==> src/rtl/bram_scan_pkg.sv <==
// Shared types and constants for the bram port-B scan reader.
package bram_scan_pkg;

    localparam int DEFAULT_WIDTH = 16;

    // Address bits [9:8] equal to this select the switch/I-O region in the top-level read mux.
    localparam logic [1:0] IO_SEL_BITS = 2'b11;

    typedef enum logic [1:0] {
        IDLE = 2'b00,
        WAIT = 2'b01,
        HOLD = 2'b10
    } scan_state_e;

    function automatic logic is_io_sel(input logic [1:0] sel);
        return (sel == IO_SEL_BITS);
    endfunction

endpackage

==> src/rtl/scan_lat_counter.sv <==
// Read-latency wait counter: load on entry to WAIT, count down while enabled,
// expired when the port-B read data is valid.
module scan_lat_counter #(
    parameter int READ_LAT = 1
) (
    input  logic clk,
    input  logic reset,
    input  logic load,
    input  logic en,
    output logic expired
);

    localparam logic [1:0] LOAD_VAL = 2'(READ_LAT - 1);

    logic [1:0] cnt_r;

    // Countdown register; a load always wins over a decrement.
    always_ff @(posedge clk) begin
        if (reset) begin
            cnt_r <= 2'd0;
        end else if (load) begin
            cnt_r <= LOAD_VAL;
        end else if (en && (cnt_r != 2'd0)) begin
            cnt_r <= cnt_r - 2'd1;
        end
    end

    assign expired = (cnt_r == 2'd0);

endmodule

==> src/rtl/bram_scan_reader.sv <==
// Port-B read-only scanner: streams a contiguous bram word range out as valid/ready.
// Define SCAN_LOOP_EN to make the scan restart from the latched base/length until stopped.
module bram_scan_reader
    import bram_scan_pkg::*;
#(
    parameter int WIDTH    = DEFAULT_WIDTH,
    parameter int READ_LAT = 1
) (
    input  logic             clk,
    input  logic             reset,
    input  logic             start,
    input  logic             stop,
    input  logic [WIDTH-1:0] base_addr,
    input  logic [WIDTH-1:0] length,
    output logic [WIDTH-1:0] addr_b,
    output logic             we_b,
    output logic [WIDTH-1:0] data_b,
    input  logic [WIDTH-1:0] rd_data,
    output logic [WIDTH-1:0] out_data,
    output logic             out_valid,
    input  logic             out_ready,
    output logic             busy,
    output logic             done
);

    localparam logic [WIDTH-1:0] ZERO = {WIDTH{1'b0}};
    localparam logic [WIDTH-1:0] ONE  = {{(WIDTH-1){1'b0}}, 1'b1};

    scan_state_e      state_r, state_s;
    logic [WIDTH-1:0] addr_r, addr_s;
    logic [WIDTH-1:0] rem_r, rem_s;
    logic [WIDTH-1:0] data_r, data_s;
    logic             valid_r, valid_s;
    logic             done_r, done_s;
    logic             lat_load_s, lat_en_s, lat_expired_s;
`ifdef SCAN_LOOP_EN
    logic [WIDTH-1:0] base_copy_r, len_copy_r;
`endif

    scan_lat_counter #(
        .READ_LAT (READ_LAT)
    ) u_lat (
        .clk     (clk),
        .reset   (reset),
        .load    (lat_load_s),
        .en      (lat_en_s),
        .expired (lat_expired_s)
    );

    // Next-state and datapath decode; stop outranks both start and handshake.
    always_comb begin
        state_s    = state_r;
        addr_s     = addr_r;
        rem_s      = rem_r;
        data_s     = data_r;
        valid_s    = valid_r;
        done_s     = 1'b0;
        lat_load_s = 1'b0;
        lat_en_s   = 1'b0;
        case (state_r)
            IDLE: begin
                if (stop) begin
                    state_s = IDLE;
                end else if (start) begin
                    if (length != ZERO) begin
                        addr_s     = base_addr;
                        rem_s      = length;
                        lat_load_s = 1'b1;
                        state_s    = WAIT;
                    end else begin
                        done_s = 1'b1;
                    end
                end else begin
                    state_s = IDLE;
                end
            end
            WAIT: begin
                if (stop) begin
                    valid_s = 1'b0;
                    state_s = IDLE;
                end else begin
                    lat_en_s = 1'b1;
                    if (lat_expired_s) begin
                        data_s  = rd_data;
                        valid_s = 1'b1;
                        state_s = HOLD;
                    end else begin
                        state_s = WAIT;
                    end
                end
            end
            HOLD: begin
                if (stop) begin
                    valid_s = 1'b0;
                    state_s = IDLE;
                end else if (out_ready) begin
                    valid_s    = 1'b0;
                    lat_load_s = 1'b1;
                    state_s    = WAIT;
                    if (rem_r == ONE) begin
                        done_s = 1'b1;
`ifdef SCAN_LOOP_EN
                        addr_s = base_copy_r;
                        rem_s  = len_copy_r;
`else
                        lat_load_s = 1'b0;
                        state_s    = IDLE;
`endif
                    end else begin
                        // Address wraps modulo 2^WIDTH by plain truncation.
                        addr_s = addr_r + ONE;
                        rem_s  = rem_r - ONE;
                    end
                end else begin
                    valid_s = 1'b1;
                end
            end
            default: begin
                valid_s = 1'b0;
                state_s = IDLE;
            end
        endcase
    end

    // FSM state register.
    always_ff @(posedge clk) begin
        if (reset) begin
            state_r <= IDLE;
        end else begin
            state_r <= state_s;
        end
    end

    // Registered address, counters and stream outputs.
    always_ff @(posedge clk) begin
        if (reset) begin
            addr_r  <= ZERO;
            rem_r   <= ZERO;
            data_r  <= ZERO;
            valid_r <= 1'b0;
            done_r  <= 1'b0;
        end else begin
            addr_r  <= addr_s;
            rem_r   <= rem_s;
            data_r  <= data_s;
            valid_r <= valid_s;
            done_r  <= done_s;
        end
    end

`ifdef SCAN_LOOP_EN
    // Copies of the accepted scan range, reloaded at every loop turn.
    always_ff @(posedge clk) begin
        if (reset) begin
            base_copy_r <= ZERO;
            len_copy_r  <= ZERO;
        end else if ((state_r == IDLE) && lat_load_s) begin
            base_copy_r <= base_addr;
            len_copy_r  <= length;
        end
    end
`endif

    assign addr_b    = addr_r;
    assign we_b      = 1'b0;
    assign data_b    = ZERO;
    assign out_data  = data_r;
    assign out_valid = valid_r;
    assign done      = done_r;
    assign busy      = (state_r != IDLE);

endmodule

==> config.mk <==
export PLATFORM = sky130hd
export DESIGN_NAME = bram_scan_reader
export DESIGN_NICKNAME = d
export VERILOG_FILES = /design/src/rtl/bram_scan_pkg.sv /design/src/rtl/scan_lat_counter.sv /design/src/rtl/bram_scan_reader.sv
export SDC_FILE = /design/constraint.sdc
export NUM_CORES = 1
export LEC_CHECK = 0
export BUFFER_PORTS_ARGS = -buffer_cell sky130_fd_sc_hd__buf_2
export CAP_MARGIN = 20
export CORE_AREA = 4 4 69 135
export DETAILED_ROUTE_END_ITERATION = 8
export DIE_AREA = 0 0 73 139
export GPL_TIMING_DRIVEN = 0
export PLACE_DENSITY = 0.7
export SLEW_MARGIN = 20
export SYNTH_ARGS = -nofsm -noshare
export SYNTH_HDL_FRONTEND = slang
export SYNTH_SLANG_ARGS = --single-unit
export TNS_END_PERCENT = 30
==> constraint.sdc <==
create_clock -name clk -period 1.7 [get_ports clk]
set_input_delay 0.425 -clock clk [delete_from_list [all_inputs] [get_ports clk]]
set_output_delay 0.425 -clock clk [all_outputs]
set_load 0.1 [all_outputs]
==> metrics.txt <==
run status=finished with violations; failing checks=setup timing; max-cap viol count=0; area of the die=just over 10000 um^2; Layout Skew=about 0.016 ns; initial antenna violation count=0; Net count, final=about 640; Worst Setup Path Type=reg -> reg; category of cells accounting for the largest share of critical-path delay=simple AND/OR/NAND/NOR gates; final period demand of the worst path=roughly 1.9 ns; Data required, critical path=1.91 ns; number of I/O pins=roughly 110; # diodes=0; kind of launch point of the worst setup path=flop; count of input and output buffers=between 80 and 90; Worst path slowest cell=sky130_fd_sc_hd__or4_4; unrepaired setup endpoints after global routing=yes; flop and latch count out of synthesis=54; worst path cell trace=inv_2, ha_4, buf_12, inv_8, or4_4, o32ai_2, a21oi_1, o21a_1; Cell Area, Synth=3480 um^2; signed area change from the synthesized netlist to the final layout=47.5%; total power divided by cell area=~740 nW/um^2; maximum cell stage delay along the critical path=between 0.5 and 0.6 ns; DRC violations left=0; share of post-route cells with drive strength above 1=a little under half; proportion of netlist area held by the largest area contributor=a little under a third; clock-pin transition on the worst setup and hold timing paths=approximately 0.080 ns; wire length of the first global-routing pass=around 20000 um; global placer's final weighted congestion=between 0.8 and 0.9; signal arrival time at the worst endpoint=approximately 2.1 ns; starting utilization of the core area=a little over two fifths; height of the die=roughly 140 um; total setup violations reported at the end of the flow=34; fraction of synthesis flops using an asynchronous set or reset pin=0%; routed wire length=approximately 13000 um; cell types with the largest area share after synthesis=sky130_fd_sc_hd__dfxtp_1, sky130_fd_sc_hd__a21oi_1, sky130_fd_sc_hd__nand2_1; cell at the root of the clock tree=sky130_fd_sc_hd__clkbuf_16; relative slew slack=44.1%; most frequently used cell type in the post-synthesis netlist=sky130_fd_sc_hd__a21oi_1; Slew Limit Fails=0; Least-Margin Pin Slew=between 0.8 and 0.9 ns; most common library cells after synthesis=sky130_fd_sc_hd__a21oi_1, sky130_fd_sc_hd__dfxtp_1, sky130_fd_sc_hd__nand2_1; cts hold-fix bufs=0; clk_lat worst skew=between 0.3 and 0.4 ns; detailed placement HPWL=8930 um; Worst Setup Slack, final=-0.182 ns; warnings from Yosys=0; number of iterations in the first detailed-routing pass=6; cell accounting for the most synthesized area=sky130_fd_sc_hd__dfxtp_1; instance count of the mapped netlist=roughly 430; total overflow reported by the global router=0; final-report hold violation count=0; leakage power of the design=approximately 2.1 nW; htree depth=2; area of the core region=approximately 8300 um^2; number of CTS-inserted buffers=5; DR vias=between 4000 and 5000; post-route ant nets=0; worst reg2reg setup slack=-0.18 ns; Global Route Usage Sum=between 20% and 30%; maximum net fanout on the critical path=5; clock sink count=54; routed wirelength normalized by instance count=around 19 um; part of the Yosys area used for sequential elements=between 30 and 40%; clock tree from TritonCTS=done; maximum operating frequency=between 500 and 600 MHz; maximum root-to-sink buffer count=2; count of routing violations after the opening detailed-route iteration=roughly 300; Netlist cell types=69; maximum number of pins on one net before global-route repair=18; predominant post-synthesis flop cell=sky130_fd_sc_hd__dfxtp_1; combined buffer and inverter count along the critical path=3; standard-cell rows=47; HP Class=in -> reg; CP Capture Type=flop; routed via count divided by cell count=between 5 and 6; EDFF count, synth=0; die width=between 70 and 80 um; mean area per synthesized cell=between 8 and 9 um^2; minimum hold slack=between 0.3 and 0.4 ns; vias in the first global route=between 4000 and 5000; TNS Setup=-3.87 ns; Max IR drop VDD=roughly 0.00064 V; Final Cycle Share=111%
-- sequential cells by signal (all words and copies together), names as in the netlist --
signal	count
out_data	16
rem_r	16
done	1
state_r	2
u_lat.cnt_r	2
addr_b	16
out_valid	1
-- cell families after synthesis --
group                    Yosys count  synth area share, %
AND/OR/NAND/NOR                  152                 25.3
XOR/XNOR                           2                0.504
multiplexers                       5                 1.44
adder cells (fa/ha/maj)            8                 2.88
buffers and inverters             70                 11.2
AO/OA/AOI/OAI                    136                 27.5
flip-flops                        54                 31.1
other                              1                0.108
-- timing repair --
item,in CTS,in global routing
setup buffers,31,9
resized for setup,63,40
pin swaps,22,16
setup endpoints to repair,48,49
cloned,3,0
-- placed cells by master (no fill, tap or decap), types with 9 or more instances in the layout --
cell and instances:
sky130_fd_sc_hd__o21ai_0 10, sky130_fd_sc_hd__dfxtp_1 36, sky130_fd_sc_hd__nor2_1 10, sky130_fd_sc_hd__nand2_1 53, sky130_fd_sc_hd__buf_2 85, sky130_fd_sc_hd__dfxtp_4 13
sky130_fd_sc_hd__o32ai_2 13, sky130_fd_sc_hd__conb_1 17, sky130_fd_sc_hd__nand3_1 18, sky130_fd_sc_hd__buf_4 50, sky130_fd_sc_hd__inv_1 18, sky130_fd_sc_hd__a21oi_1 50
sky130_fd_sc_hd__buf_6 9
-- worst register-to-register path, delay by kind of cell (launching register included) --
family	cells	cell delay [ns]
compound gates	3	0.52
fa+ha+maj	1	0.18
simple gates	1	0.53
buf+inv	3	0.24
flops	1	0.33
-- worst paths after layout --
kind,startpoint,to,cells after the start
worst max register to register,state_r[0],addr_b[11],8
worst min-delay path,rd_data[14],out_data[14],3
worst min register to register,out_data[5],out_data[5],2
worst max-delay path,state_r[0],addr_b[11],8
-- power breakdown --
part	switching, W	total [W]	internal, W
Clock	0.000521	0.00122	0.000701
Sequential	0.0000760	0.00139	0.00131
Combinational	0.000795	0.00120	0.000409
Total	0.00139	0.00381	0.00242
-- through the flow --
step                area [um^2]  total power [W]  utilization [%]  instances  setup slack, ns
floorplan                  3680          0.00217                -        444          -0.0528
global placement           4230          0.00237             51.1        629           -0.727
detailed placement         4230          0.00239             51.1        629           -0.684
CTS                        4980          0.00376             60.1        670           -0.154
global route               5130          0.00393             61.9        676           -0.280
finish                     5130          0.00381             61.9        676           -0.182
-- metal layers --
layer | GRT usage, % | wire length, um | vias up
li1 | - | - | 1844
met2 | 43.8 | 6900 | 267
met5 | 0 | 0 | -
met1 | 23.4 | 4200 | 1850
met4 | 20.1 | 1010 | 0
met3 | 5.44 | 992 | 84
-- cell type report --
type / count / area [um^2]
Clock buffer: 6 / 129
Tap cell: 98 / 123
Clock inverter: 2 / 38.8
Multi-Input combinational cell: 320 / 2360
Buffer: 42 / 332
Inverter: 25 / 108
Fill cell: 692 / 3160
Timing Repair Buffer: 129 / 901
Sequential cell: 54 / 1140
Note: power is estimated with default switching activity, not from simulation.
